### config.mk
export PLATFORM = sky130hd
export DESIGN_NAME = axi_w_allocator_dw_flat
export DESIGN_NICKNAME = d
export VERILOG_FILES = /design/src/rtl/axi_node_pkg.sv /design/src/rtl/axi_w_allocator_dw_if.sv /design/src/rtl/axi_w_allocator_dw_fifo.sv /design/src/rtl/axi_w_allocator_dw.sv /design/src/flat_wrapper.sv
export SDC_FILE = /design/constraint.sdc
export NUM_CORES = 1
export LEC_CHECK = 0
export CAP_MARGIN = 20
export CORE_AREA = 2 2 291 293
export DETAILED_ROUTE_END_ITERATION = 10
export DIE_AREA = 0 0 293 295
export PLACE_DENSITY = 0.46
export SLEW_MARGIN = 40
export SYNTH_ARGS = -nofsm -noshare
export SYNTH_HDL_FRONTEND = slang
export SYNTH_SLANG_ARGS = --single-unit
### constraint.sdc
create_clock -name clk -period 3.9 [get_ports clk]
set_clock_uncertainty 0.1 [all_clocks]
set_input_delay 0.39 -clock clk [delete_from_list [all_inputs] [get_ports clk]]
set_output_delay 0.39 -clock clk [all_outputs]
set_load 0.01 [all_outputs]
### src/rtl/axi_node_pkg.sv
// Shared definitions for the AXI node.
//   AXI_LEN_W       : AWLEN width.
//   AXI_N_TARG_PORT : node-wide default count of initiator-side sources.
//   w_order_t       : W-order FIFO entry {one-hot source, burst length minus one}.
//   axi_strb_width(): strobe width for a given data width.
package axi_node_pkg;

    localparam int unsigned AXI_LEN_W       = 8;
    localparam int unsigned AXI_N_TARG_PORT = 8;

    typedef struct packed {
        logic [AXI_N_TARG_PORT-1:0] id;
        logic [AXI_LEN_W-1:0]       len;
    } w_order_t;

    function automatic int unsigned axi_strb_width(input int unsigned data_w);
        return data_w / 8;
    endfunction

endpackage

### src/rtl/axi_w_allocator_dw_if.sv
// W-channel bundle of the target-side W allocator.
//   Source side : wdata_i/wstrb_i/wuser_i/wlast_i/wvalid_i (packed, source 0 at LSB), wready_o.
//   Target side : wdata_o/wstrb_o/wuser_o/wlast_o/wvalid_o, wready_i.
//   AW side     : push_ID_i, ID_i (one-hot), AWLEN_i, grant_FIFO_ID_o.
//   Status      : wlast_err_o (sticky).
// modport master : the allocator.  modport slave : the surrounding node / environment.
interface axi_w_allocator_dw_if
    import axi_node_pkg::*;
#(
    parameter int unsigned N_TARG_PORT = 8,
    parameter int unsigned AXI_DATA_W  = 64,
    parameter int unsigned AXI_USER_W  = 6
);
    localparam int unsigned AXI_STRB_W = axi_strb_width(AXI_DATA_W);

    logic [N_TARG_PORT*AXI_DATA_W-1:0] wdata_i;
    logic [N_TARG_PORT*AXI_STRB_W-1:0] wstrb_i;
    logic [N_TARG_PORT*AXI_USER_W-1:0] wuser_i;
    logic [N_TARG_PORT-1:0]            wlast_i;
    logic [N_TARG_PORT-1:0]            wvalid_i;
    logic [N_TARG_PORT-1:0]            wready_o;

    logic [AXI_DATA_W-1:0]             wdata_o;
    logic [AXI_STRB_W-1:0]             wstrb_o;
    logic [AXI_USER_W-1:0]             wuser_o;
    logic                              wlast_o;
    logic                              wvalid_o;
    logic                              wready_i;

    logic                              push_ID_i;
    logic [N_TARG_PORT-1:0]            ID_i;
    logic [AXI_LEN_W-1:0]              AWLEN_i;
    logic                              grant_FIFO_ID_o;
    logic                              wlast_err_o;

    modport master (
        input  wdata_i, wstrb_i, wuser_i, wlast_i, wvalid_i, wready_i,
        input  push_ID_i, ID_i, AWLEN_i,
        output wready_o, wdata_o, wstrb_o, wuser_o, wlast_o, wvalid_o,
        output grant_FIFO_ID_o, wlast_err_o
    );

    modport slave (
        output wdata_i, wstrb_i, wuser_i, wlast_i, wvalid_i, wready_i,
        output push_ID_i, ID_i, AWLEN_i,
        input  wready_o, wdata_o, wstrb_o, wuser_o, wlast_o, wvalid_o,
        input  grant_FIFO_ID_o, wlast_err_o
    );

endinterface

### src/rtl/axi_w_allocator_dw_fifo.sv
// generic_fifo: synchronous FIFO with valid/grant handshakes on both sides.
//   clk, rst_n          : clock, asynchronous active-low reset
//   test_mode_i         : test mode (kept for interface compatibility; no clock gating here)
//   data_i/valid_i      : push side; push happens on valid_i & grant_o
//   grant_o             : not full; low during reset and for the first cycle after release
//   data_o/valid_o      : head entry, combinational read of the storage
//   grant_i             : pop request; pop happens on valid_o & grant_i
// A push while full or a pop while empty is ignored.
module generic_fifo #(
    parameter int unsigned DATA_WIDTH = 16,
    parameter int unsigned DATA_DEPTH = 8
) (
    input  logic                  clk,
    input  logic                  rst_n,
    input  logic                  test_mode_i,
    input  logic [DATA_WIDTH-1:0] data_i,
    input  logic                  valid_i,
    output logic                  grant_o,
    output logic [DATA_WIDTH-1:0] data_o,
    output logic                  valid_o,
    input  logic                  grant_i
);
    localparam int unsigned PTR_W = (DATA_DEPTH > 1) ? $clog2(DATA_DEPTH) : 1;
    localparam int unsigned CNT_W = $clog2(DATA_DEPTH + 1);

    logic [DATA_WIDTH-1:0] mem_q [DATA_DEPTH];
    logic [PTR_W-1:0]      wr_ptr_q, rd_ptr_q;
    logic [CNT_W-1:0]      cnt_q, cnt_d;
    logic                  init_q;
    logic                  full, empty, push, pop;
    logic                  unused_test_mode;

    assign unused_test_mode = test_mode_i;

    function automatic logic [PTR_W-1:0] ptr_inc(input logic [PTR_W-1:0] p);
        return (p == PTR_W'(DATA_DEPTH - 1)) ? '0 : p + 1'b1;
    endfunction

    assign full    = (cnt_q == CNT_W'(DATA_DEPTH));
    assign empty   = (cnt_q == '0);
    assign grant_o = init_q & ~full;
    assign valid_o = ~empty;
    assign data_o  = mem_q[rd_ptr_q];
    assign push    = valid_i & grant_o;
    assign pop     = grant_i & valid_o;

    always_comb begin
        cnt_d = cnt_q;
        unique case ({push, pop})
            2'b10:   cnt_d = cnt_q + 1'b1;
            2'b01:   cnt_d = cnt_q - 1'b1;
            default: cnt_d = cnt_q;
        endcase
    end

    always_ff @(posedge clk or negedge rst_n) begin
        if (!rst_n) begin
            wr_ptr_q <= '0;
            rd_ptr_q <= '0;
            cnt_q    <= '0;
            init_q   <= 1'b0;
        end else begin
            init_q <= 1'b1;
            cnt_q  <= cnt_d;
            if (push) wr_ptr_q <= ptr_inc(wr_ptr_q);
            if (pop)  rd_ptr_q <= ptr_inc(rd_ptr_q);
        end
    end

    always_ff @(posedge clk) begin
        if (push) mem_q[wr_ptr_q] <= data_i;
    end

endmodule

### src/rtl/axi_w_allocator_dw.sv
// axi_w_allocator_dw: target-side W-channel allocator.
// Forwards W beats from N_TARG_PORT sources to one target in AW-grant order. The AW arbiter
// pushes {one-hot source, AWLEN} into an order FIFO; the head entry steers a one-hot AND-OR mux
// until the source's wlast, which pops the FIFO. A beat counter flags (sticky) any wlast that
// disagrees with AWLEN without altering forwarding.
// Ports: clk, rst_n (async active-low), test_en_i, bus (axi_w_allocator_dw_if.master).
// Option: define AXI_W_ALLOC_OUT_REG_EN to insert a 2-entry spill register on the target side
// (one cycle latency, full throughput, wready_i decoupled from wready_o).
module axi_w_allocator_dw
    import axi_node_pkg::*;
#(
    parameter int unsigned N_TARG_PORT = 8,
    parameter int unsigned AXI_DATA_W  = 64,
    parameter int unsigned AXI_USER_W  = 6,
    parameter int unsigned FIFO_DEPTH  = 8
) (
    input  logic                 clk,
    input  logic                 rst_n,
    input  logic                 test_en_i,
    axi_w_allocator_dw_if.master bus
);
    localparam int unsigned AXI_STRB_W = axi_strb_width(AXI_DATA_W);

    typedef struct packed {
        logic [N_TARG_PORT-1:0] id;
        logic [AXI_LEN_W-1:0]   len;
    } order_t;

    typedef struct packed {
        logic [AXI_DATA_W-1:0] data;
        logic [AXI_STRB_W-1:0] strb;
        logic [AXI_USER_W-1:0] user;
        logic                  last;
    } beat_t;

    order_t                 push_entry, head;
    logic                   valid_ID;
    logic [N_TARG_PORT-1:0] ID_int;
    logic [AXI_LEN_W-1:0]   len_int;
    beat_t                  mux_beat, out_beat;
    logic                   mux_valid, mux_ready, out_valid;
    logic                   hs, pop;
    logic [AXI_LEN_W-1:0]   beat_cnt_q;
    logic                   err_q;

    assign push_entry = '{id: bus.ID_i, len: bus.AWLEN_i};

    generic_fifo #(
        .DATA_WIDTH ($bits(order_t)),
        .DATA_DEPTH (FIFO_DEPTH)
    ) i_order_fifo (
        .clk         (clk),
        .rst_n       (rst_n),
        .test_mode_i (test_en_i),
        .data_i      (push_entry),
        .valid_i     (bus.push_ID_i),
        .grant_o     (bus.grant_FIFO_ID_o),
        .data_o      (head),
        .valid_o     (valid_ID),
        .grant_i     (pop)
    );

    assign ID_int  = head.id;
    assign len_int = head.len;

    // One-hot AND-OR mux; ID_int is only trusted while valid_ID, which gates valid and ready.
    always_comb begin
        mux_beat = '0;
        for (int unsigned s = 0; s < N_TARG_PORT; s++) begin
            if (ID_int[s]) begin
                mux_beat.data |= bus.wdata_i[s*AXI_DATA_W +: AXI_DATA_W];
                mux_beat.strb |= bus.wstrb_i[s*AXI_STRB_W +: AXI_STRB_W];
                mux_beat.user |= bus.wuser_i[s*AXI_USER_W +: AXI_USER_W];
                mux_beat.last |= bus.wlast_i[s];
            end
        end
    end

    assign mux_valid    = valid_ID & |(bus.wvalid_i & ID_int);
    assign bus.wready_o = {N_TARG_PORT{mux_ready & valid_ID}} & ID_int;
    assign hs           = mux_valid & mux_ready;
    assign pop          = hs & mux_beat.last;

    always_ff @(posedge clk or negedge rst_n) begin
        if (!rst_n) begin
            beat_cnt_q <= '0;
            err_q      <= 1'b0;
        end else if (hs) begin
            if (mux_beat.last) begin
                beat_cnt_q <= '0;
                if (beat_cnt_q != len_int) err_q <= 1'b1;
            end else begin
                beat_cnt_q <= beat_cnt_q + 1'b1;
                if (beat_cnt_q == len_int) err_q <= 1'b1;
            end
        end
    end

    assign bus.wlast_err_o = err_q;

`ifdef AXI_W_ALLOC_OUT_REG_EN
    // Two entries let the input keep accepting while the output stalls for one cycle, so
    // mux_ready depends only on registered occupancy.
    beat_t      spill_q [2];
    logic [1:0] spill_cnt_q;
    logic       spill_wr_q, spill_rd_q;
    logic       spill_push, spill_pop;

    assign mux_ready  = (spill_cnt_q != 2'd2);
    assign spill_push = hs;
    assign out_valid  = (spill_cnt_q != 2'd0);
    assign spill_pop  = out_valid & bus.wready_i;
    assign out_beat   = spill_q[spill_rd_q];

    always_ff @(posedge clk or negedge rst_n) begin
        if (!rst_n) begin
            spill_cnt_q <= 2'd0;
            spill_wr_q  <= 1'b0;
            spill_rd_q  <= 1'b0;
        end else begin
            if (spill_push) spill_wr_q <= ~spill_wr_q;
            if (spill_pop)  spill_rd_q <= ~spill_rd_q;
            spill_cnt_q <= spill_cnt_q + {1'b0, spill_push} - {1'b0, spill_pop};
        end
    end

    always_ff @(posedge clk) begin
        if (spill_push) spill_q[spill_wr_q] <= mux_beat;
    end
`else
    assign mux_ready = bus.wready_i;
    assign out_valid = mux_valid;
    assign out_beat  = mux_beat;
`endif

    assign bus.wvalid_o = out_valid;
    assign bus.wdata_o  = out_beat.data;
    assign bus.wstrb_o  = out_beat.strb;
    assign bus.wuser_o  = out_beat.user;
    assign bus.wlast_o  = out_beat.last;

endmodule

### src/flat_wrapper.sv
// flat-port wrapper written by rule: the top's interface ports become plain ports
module axi_w_allocator_dw_flat import axi_node_pkg::*;
#(
    parameter int unsigned N_TARG_PORT = 8,
    parameter int unsigned AXI_DATA_W  = 64,
    parameter int unsigned AXI_USER_W  = 6,
    parameter int unsigned FIFO_DEPTH  = 8
)
  (clk, rst_n, test_en_i, bus_wdata_i, bus_wstrb_i, bus_wuser_i, bus_wlast_i, bus_wvalid_i, bus_wready_i, bus_push_ID_i, bus_ID_i, bus_AWLEN_i, bus_wready_o, bus_wdata_o, bus_wstrb_o, bus_wuser_o, bus_wlast_o, bus_wvalid_o, bus_grant_FIFO_ID_o, bus_wlast_err_o);
  axi_w_allocator_dw_if #(.N_TARG_PORT(N_TARG_PORT), .AXI_DATA_W(AXI_DATA_W), .AXI_USER_W(AXI_USER_W)) bus_i ();
  input  logic clk;
  input  logic rst_n;
  input  logic test_en_i;
  input wire logic [$bits(bus_i.wdata_i)-1:0] bus_wdata_i;
  input wire logic [$bits(bus_i.wstrb_i)-1:0] bus_wstrb_i;
  input wire logic [$bits(bus_i.wuser_i)-1:0] bus_wuser_i;
  input wire logic [$bits(bus_i.wlast_i)-1:0] bus_wlast_i;
  input wire logic [$bits(bus_i.wvalid_i)-1:0] bus_wvalid_i;
  input wire logic [$bits(bus_i.wready_i)-1:0] bus_wready_i;
  input wire logic [$bits(bus_i.push_ID_i)-1:0] bus_push_ID_i;
  input wire logic [$bits(bus_i.ID_i)-1:0] bus_ID_i;
  input wire logic [$bits(bus_i.AWLEN_i)-1:0] bus_AWLEN_i;
  output wire logic [$bits(bus_i.wready_o)-1:0] bus_wready_o;
  output wire logic [$bits(bus_i.wdata_o)-1:0] bus_wdata_o;
  output wire logic [$bits(bus_i.wstrb_o)-1:0] bus_wstrb_o;
  output wire logic [$bits(bus_i.wuser_o)-1:0] bus_wuser_o;
  output wire logic [$bits(bus_i.wlast_o)-1:0] bus_wlast_o;
  output wire logic [$bits(bus_i.wvalid_o)-1:0] bus_wvalid_o;
  output wire logic [$bits(bus_i.grant_FIFO_ID_o)-1:0] bus_grant_FIFO_ID_o;
  output wire logic [$bits(bus_i.wlast_err_o)-1:0] bus_wlast_err_o;
  assign bus_i.wdata_i = bus_wdata_i;
  assign bus_i.wstrb_i = bus_wstrb_i;
  assign bus_i.wuser_i = bus_wuser_i;
  assign bus_i.wlast_i = bus_wlast_i;
  assign bus_i.wvalid_i = bus_wvalid_i;
  assign bus_i.wready_i = bus_wready_i;
  assign bus_i.push_ID_i = bus_push_ID_i;
  assign bus_i.ID_i = bus_ID_i;
  assign bus_i.AWLEN_i = bus_AWLEN_i;
  assign bus_wready_o = bus_i.wready_o;
  assign bus_wdata_o = bus_i.wdata_o;
  assign bus_wstrb_o = bus_i.wstrb_o;
  assign bus_wuser_o = bus_i.wuser_o;
  assign bus_wlast_o = bus_i.wlast_o;
  assign bus_wvalid_o = bus_i.wvalid_o;
  assign bus_grant_FIFO_ID_o = bus_i.grant_FIFO_ID_o;
  assign bus_wlast_err_o = bus_i.wlast_err_o;
  axi_w_allocator_dw #(.N_TARG_PORT(N_TARG_PORT), .AXI_DATA_W(AXI_DATA_W), .AXI_USER_W(AXI_USER_W), .FIFO_DEPTH(FIFO_DEPTH)) u_core (.clk(clk), .rst_n(rst_n), .test_en_i(test_en_i), .bus(bus_i));
endmodule
==> flow_summary.toml <==
[logic_synthesis]
synth_area_mm2 = 0.009041
syn_nets = 1385
synthDistinctLibCells = 42
synth_ff_type = "edfxtp_1"
ys_ff_latch = 148
syn_area_per_cell_um2 = 12.64
ys_seq_area_share_pct = 48.05
synth_edf_count = 128
async_flop_share_pct = 13.51
synth.top_cell.area_share_pct = 42.51
yosys_warnings = 0
synth.area.top_cells = "edfxtp_1, a222oi_1, a22oi_1"
syn_inst = 715
yosysTopAreaCell = "edfxtp_1"

[global_routing]
gr-usage-all-layers_pct = 19.78
grt_pass1_wl_mm = 113.7
gr-total-overflow = 0
grt_pass1_vias = 12003
antenna_found_initial = 55
grt_max_degree = 54

[outcome]
violations = "negative setup slack"
status = "finished, violations left"

[timing]
slew_viol_final = 0
tightest_slew_ps = 881.4
setup_viol = 1
hold_viol = 0
rsz0062_at_grt = "true"
tns_ps = -60.85
relSlewSlack_pct = 41.24
fin_crit_ps = 3961
fmax_mhz = 252.5
setup_ws_ps = -60.85
fin_crit_sh_pct = 101.6

[power]
power_leakage_nw = 6.795
p_per_area_mw_per_mm2 = 754.5
irDropWorstVdd_mv = 0.4335

[drt]
ant_nets = 0
viasPerCell = 4.418
wirelength_mm = 92.19
firstDrtPassIters = 10
drc = 0
vias = 11619
drt_iter0_drc = 1614
drt-wirelength-per-cell_um = 35.05

[clock_network]
cts_tree = "yes"
htreeDepth = 4
cts_buffers = 17
clk_latency_ps = 420
cts_root_buf = "clkbuf_16"
cts_sinks = 148
cts_max_path_buffers = 2
clkTransAtPathRegs_ps = 70

[setup_path]
critPathCaptureType = "primary output"
worst-path-max-fanout = 8
critPathLaunchType = "register"
required_ps = 3410
path_class = "register to primary output"
reg2reg_to = "u_core.i_order_fifo.cnt_q[3]$_DFFE_PN0P_"
rrSetupSlack_ps = 170
cp.arrival_ps = 3470
reg2regPathDepth = 16
r2r-start = "u_core.i_order_fifo.rd_ptr_q[0]$_DFFE_PN0P_"

[floorplanning]
start_util_pct = 10.87
num_io_pins = 751
die_area_mm2 = 0.08644
fp.dieH_um = 295
core_mm2 = 0.08316
die_x_um = 293
rows = 106

[hold_path]
hp-class = "primary input to asynchronous set/reset pin"

[layout]
utilization_pct = 23.47
area_growth_pct = 115.9
fin_nets = 2192
drive_above_1_share_pct = 17.65

[flow_run]
cap_violations = 0

[placement]
dp_hpwl_mm = 74.32
pre_cts_ws_ps = -94.07
portBuffers = 749
gp_congestion = 0.9123
==> metrics by stage <==
step	power, mW	hold slack, ps	instances	area (µm²)
floorplan	6.269	-5.591	715	9041
global placement	11.55	396.0	2545	18190
CTS	14.45	362.4	2605	19300
global route	15.44	406.5	2625	19510
detailed placement	11.60	277.8	2545	18190
finish	14.73	363.5	2630	19520
==> flip-flops by register name, indices dropped and copies added, names as in the netlist <==
signal / flops
u_core.beat_cnt_q: 8
u_core.bus.wlast_err_o: 1
u_core.i_order_fifo.cnt_q: 4
u_core.i_order_fifo.init_q: 1
u_core.i_order_fifo.mem_q: 128
u_core.i_order_fifo.rd_ptr_q: 3
u_core.i_order_fifo.wr_ptr_q: 3
==> worst max path at each step <==
stage,from,endpoint,slack (ps),cells after the start
global route,u_core.i_order_fifo.rd_ptr_q[0]$_DFFE_PN0P_,bus_wdata_o[48],-90,9
CTS,u_core.i_order_fifo.rd_ptr_q[0]$_DFFE_PN0P_,bus_wdata_o[48],-160,9
finish,u_core.i_order_fifo.rd_ptr_q[0]$_DFFE_PN0P_,bus_wdata_o[43],-60,9
global placement,u_core.i_order_fifo.rd_ptr_q[0]$_DFFE_PN0P_,bus_wdata_o[43],-60,9
floorplan,u_core.i_order_fifo.rd_ptr_q[0]$_DFFE_PN0P_,u_core.i_order_fifo.cnt_q[3]$_DFFE_PN0P_,310,17
detailed placement,u_core.i_order_fifo.rd_ptr_q[0]$_DFFE_PN0P_,bus_wdata_o[48],-90,8
==> layout make-up <==
| class | instances | area, µm² |
|---|---|---|
| antenna | 15 | 37.54 |
| clock buffer | 17 | 425.4 |
| clock inverter | 15 | 182.7 |
| fill | 8850 | 63640 |
| inverter | 7 | 26.28 |
| multi-input combinational | 477 | 4443 |
| sequential | 148 | 4348 |
| tap | 1080 | 1351 |
| timing repair buffer | 871 | 8703 |
==> power by group <==
group	switching [mW]	internal (mW)	leakage (nW)
clock	0.708	0.975	0.298
sequential	0.152	1.89	1.41
combinational	6.29	4.71	5.09
==> cells by family after synthesis <==
family / after synthesis / share of synthesized area (%)
fa+ha+maj: 9 / 1.329
simple gates: 135 / 7.916
buf+inv: 90 / 4.456
xor+xnor: 13 / 1.259
mux: 54 / 10.57
other cells: 1 / 0.04148
flops: 148 / 48.05
compound gates: 265 / 26.38
==> layout by cell type (no fill, tap or decap), types with 4 or more instances in the layout <==
cell type	Yosys	layout
clkdlybuf4s50_1	0	668
a222oi_1	159	159
buf_4	2	128
edfxtp_1	128	128
a22oi_1	82	82
nand3_1	82	75
mux4_2	26	26
clkbuf_16	0	20
dfrtp_1	20	19
dlygate4sd2_1	0	18
diode_2	0	15
nor2b_1	15	15
mux2i_1	13	13
xnor2_1	12	12
buf_6	3	12
buf_12	1	11
mux2_4	3	10
nor2_1	8	8
nand2_1	7	7
inv_6	0	7
nand3_2	0	6
inv_1	6	6
o21ai_1	6	6
a22o_1	6	6
ha_1	8	5
buf_16	0	5
buf_2	15	5
clkbuf_2	0	5
mux4_1	4	4
and3_1	5	4
a21o_1	4	4
inv_8	0	4
bufbuf_16	0	4
dlymetal6s2s_1	0	4
buf_8	0	4
==> synthesized netlist by cell type (3+ instances only) <==
| library cell | number |
|---|---|
| nand2b_1 | 3 |
| nand3_1 | 82 |
| mux2i_1 | 13 |
| a22o_1 | 6 |
| o21ai_1 | 6 |
| mux2_4 | 3 |
| nor2b_1 | 15 |
| mux4_1 | 4 |
| nor4_1 | 3 |
| and3_1 | 5 |
| nand2_1 | 7 |
| edfxtp_1 | 128 |
| buf_6 | 3 |
| buf_1 | 3 |
| dfrtp_1 | 20 |
| ha_1 | 8 |
| inv_1 | 6 |
| clkbuf_1 | 59 |
| xnor2_1 | 12 |
| o21ai_0 | 3 |
| a222oi_1 | 159 |
| a21o_1 | 4 |
| a22oi_1 | 82 |
| mux4_2 | 26 |
| buf_2 | 15 |
| mux2_2 | 8 |
| nor3_1 | 7 |
| nor2_1 | 8 |
==> metal layers <==
layer  wire, µm  vias up  track usage [%]  share of wire, %
met3      13220      116            11.29                14
met1      37550     5748            24.42                41
met4       2832       52            6.542               3.1
li1           -     4915                -                 -
met2      38230      788            28.72                41
met5        347        -                0              0.38
==> critical path, cell delays in order (launching register included) <==
cell and delay (ps):
dfrtp_4 500, buf_8 160, mux4_2 500, mux2_4 300
buf_12 150, buf_16 150, a222oi_1 790, buf_4 240
nand3_2 70, buf_6 170
==> repair_timing <==
| item | in CTS | in global routing |
|---|---|---|
| gates resized for setup | 88 | 31 |
| hold buffers | 1 | 0 |
| setup buffers | 21 | 8 |
| gates cloned | 6 | 3 |
| endpoints found under the hold margin | 20 | 0 |
| pin swaps | 21 | 30 |
| endpoints found under the setup margin | 67 | 32 |
Note: power is estimated with default switching activity, not from simulation.
==> RTL change: new RTL, config.mk and constraints unchanged <==
`N_TARG_PORT` is set to 8 in 3 places; all go to 9.
--- a/src/rtl/axi_w_allocator_dw_if.sv
+++ b/src/rtl/axi_w_allocator_dw_if.sv
@@ -7,7 +7,7 @@
 interface axi_w_allocator_dw_if
     import axi_node_pkg::*;
 #(
-    parameter int unsigned N_TARG_PORT = 8,
+    parameter int unsigned N_TARG_PORT = 9,
     parameter int unsigned AXI_DATA_W  = 64,
     parameter int unsigned AXI_USER_W  = 6
 );
--- a/src/rtl/axi_w_allocator_dw.sv
+++ b/src/rtl/axi_w_allocator_dw.sv
@@ -9,7 +9,7 @@
 module axi_w_allocator_dw
     import axi_node_pkg::*;
 #(
-    parameter int unsigned N_TARG_PORT = 8,
+    parameter int unsigned N_TARG_PORT = 9,
     parameter int unsigned AXI_DATA_W  = 64,
     parameter int unsigned AXI_USER_W  = 6,
     parameter int unsigned FIFO_DEPTH  = 8
--- a/src/flat_wrapper.sv
+++ b/src/flat_wrapper.sv
@@ -1,7 +1,7 @@
 // flat-port wrapper written by rule: the top's interface ports become plain ports
 module axi_w_allocator_dw_flat import axi_node_pkg::*;
 #(
-    parameter int unsigned N_TARG_PORT = 8,
+    parameter int unsigned N_TARG_PORT = 9,
     parameter int unsigned AXI_DATA_W  = 64,
     parameter int unsigned AXI_USER_W  = 6,
     parameter int unsigned FIFO_DEPTH  = 8
Ports: changed (7 resized); port bits go from 751 to 833. The function was not compared with the original's and may differ.
==> RTL change against the original RTL <==
The run still ends with setup timing left; register-to-register slack lost 0.05 ns; die area is the same; sequential cell count grew 8; clock power shrank 6%; core utilization grew 1.8 points; design area grew 7.5%; area after synthesis grew 9.3%; power grew 0.48%; hold slack is essentially flat; worst setup slack lost 0.11 ns; synthesized cell count grew 13%; routed wire length shrank 5.9%; critical path type unchanged; critical endpoint is now bus_wuser_o[1]; largest cell class unchanged.
==> RTL change: results (changes against the original RTL) <==
Yosys
  • Dominant cells by area after synthesis: edfxtp_1 41%, a222oi_1 8.1%, a22o_1 7.6%
  • Number of synthesized flops with an enable pin: 136 (+6.3%)
  • Share of flip-flops with an asynchronous set or reset: 12.8% (-0.69 points)
  • Compound-Gate Fraction of Synth Area: 30.2% (+3.8 points)
  • Syn_nets: 1557 (+12%)
  • Sequential area share after synthesis: 46.4% (-1.7 points)
  • Cell count after synthesis: 806 (+13%)
  • Post-synthesis mux area share: 10.2% (-0.36 points)
  • Synth top cells by count: 136 x edfxtp_1, 86 x a22o_1, 80 x a222oi_1, 80 x a22oi_1, 80 x nand3_1
  • Post-Synth XOR/XNOR Area: 1.15% (-0.11 points)
  • Synthesized-area fraction occupied by adder cells: 1.22% (-0.11 points)

Power and ir drop
  • Leak pwr: 0.00727 uW (+7.0%)

Place
  • Setup slack at placement: 0.144 ns (+0.238 ns)
  • Global placer's final weighted congestion: 0.931 (+2.0%)
  • DP HPWL: 69800 um (-6.0%)
  • IO buf count: 831 (+11%)

Setup path
  • CP peak stage delay: 0.56 ns (-0.23 ns)
  • Top delay family on crit path: buffers and inverters
  • Slowest-stage cell, CP: mux4_1
  • FF-to-FF Start: u_core.i_order_fifo.rd_ptr_q[1]$_DFFE_PN0P_
  • Critical path startpoint: u_core.i_order_fifo.rd_ptr_q[0]$_DFFE_PN0P_
  • Largest fanout on the critical path: 79 (+71)

STA
  • Slew @ Worst Pin: 0.797 ns (-0.0849 ns)
  • Setup violation total in the final timing report: 11 (+10)
  • Setup TNS: -0.810 ns (-0.749 ns)
  • Setup slack after layout: -0.175 ns (-0.115 ns)

Route
  • Initial DRC Count: 1194 (-26%)
  • DR vias: 12.3k (+5.7%)
  • Drt total wl: 86700 um (-5.9%)

Global route
  • Met1 global-route usage: 24.5% (+0.041 points)
  • GR Util met3: 6.02% (-5.3 points)
  • Antenna violations before repair: 37 (-33%)
  • GRT Total Usage: 18.8% (-0.98 points)
  • Vias in the first global route: 12.6k (+4.9%)
  • Largest net degree at the start of global routing: 80 (+48%)
  • First-pass GRT wire length: 111000 um (-2.5%)
  • Met2 Use GR: 30.2% (+1.5 points)

Finish
  • Layout cells sized above 1: 13.1% (-4.5 points)
  • Biggest regs: u_core.i_order_fifo.mem_q (136), u_core.beat_cnt_q (8), u_core.i_order_fifo.cnt_q (4)
  • # nets final: 2405 (+9.7%)

Run status
  • Failing checks: setup timing
  • Status: finished, violations left
==> RTL change: changes by cell type in the layout (fill, tap and decap cells not counted), sizes merged, moves of 8 or more <==
cell,unedited run,this run
dlymetal6s2s,4,21
a222oi,159,80
buf,165,107
a221oi,0,80
clkdlybuf4s50,668,770
edfxtp,128,136
a22o,6,86
==> RTL change: cells by family (layout without fill, tap and decap cells) <==
kind of cell	Yosys count	count (layout)
AOI/OAI and AO/OA	346	346
xor gates and xnor gates	13	13
adders and majority gates	9	9
buffers and inverters	99	960
DFF	156	156
muxes	55	55
other	1	9
and+or+nand+nor	127	127
==> RTL change: timing repair <==
action                                 CTS  global route
endpoints found under the hold margin   20             0
resized for setup                       45            31
setup endpoints to repair               50            38
gates cloned                             5             0
pin swaps                               11            15
setup buffers                            7             1
hold buffers                             1             0
==> RTL change: path summary, 6_finish.rpt <==
check | to | slack, ns | cells after the start
min in group clk | u_core.bus.wlast_err_o$_DFFE_PN0P_ | 0.37 | 1
hold / removal | u_core.bus.wlast_err_o$_DFFE_PN0P_ | 0.36 | 2
hold reg to reg | u_core.bus.wlast_err_o$_DFFE_PN0P_ | 0.37 | 1
setup / recovery | bus_wuser_o[1] | -0.18 | 8
setup reg to reg | u_core.i_order_fifo.cnt_q[3]$_DFFE_PN0P_ | 0.12 | 15
max in group asynchronous | u_core.i_order_fifo.rd_ptr_q[2]$_DFFE_PN0P_ | 2.96 | 2
==> RTL change: worst register-to-register path, delay by kind of cell, from the launching register on <==
kind	cells	cell delay [ns]
flip-flops	1	0.42
buffers and inverters	3	0.54
AND/OR/NAND/NOR	2	0.29
XOR/XNOR	2	0.26
adder cells (fa/ha/maj)	2	0.48
multiplexers	2	0.85
AO/OA/AOI/OAI	4	0.72
==> RTL change: metal layers <==
layer,wire length (um),share of wire [%]
met1,37700,43
met2,39200,45
met3,7560,8.7
met4,2210,2.5
met5,98,0.11
==> RTL change: through the flow <==
step                      utilization [%]  hold WS, ns  std cells  instance area (um^2)
final                                25.2        0.363       2755                 21000
after global routing                 25.2        0.401       2752                 21000
after CTS                            25.1        0.364       2744                 20800
after detailed placement             23.9        0.276       2699                 19900
after global placement               23.9        0.353       2698                 19900
after floorplan                         -     -0.00559        806                  9880
==> RTL change: final cells by class <==
class / instances / area (um^2)
timing repair buffer: 921 / 9310
antenna: 8 / 20.0
fill: 8728 / 62200
sequential: 156 / 4590
clock inverter: 14 / 138
multi-input combinational: 551 / 5110
clock buffer: 18 / 429
tap: 1080 / 1350
inverter: 7 / 26.3
==> RTL change: where the power goes <==
| group | leakage (uW) | switching (uW) | internal (uW) |
|---|---|---|---|
| combinational | 0.00552 | 6400 | 4690 |
| clock | 0.000271 | 687 | 890 |
| sequential | 0.00148 | 136 | 1990 |
| total | 0.00727 | 7220 | 7570 |
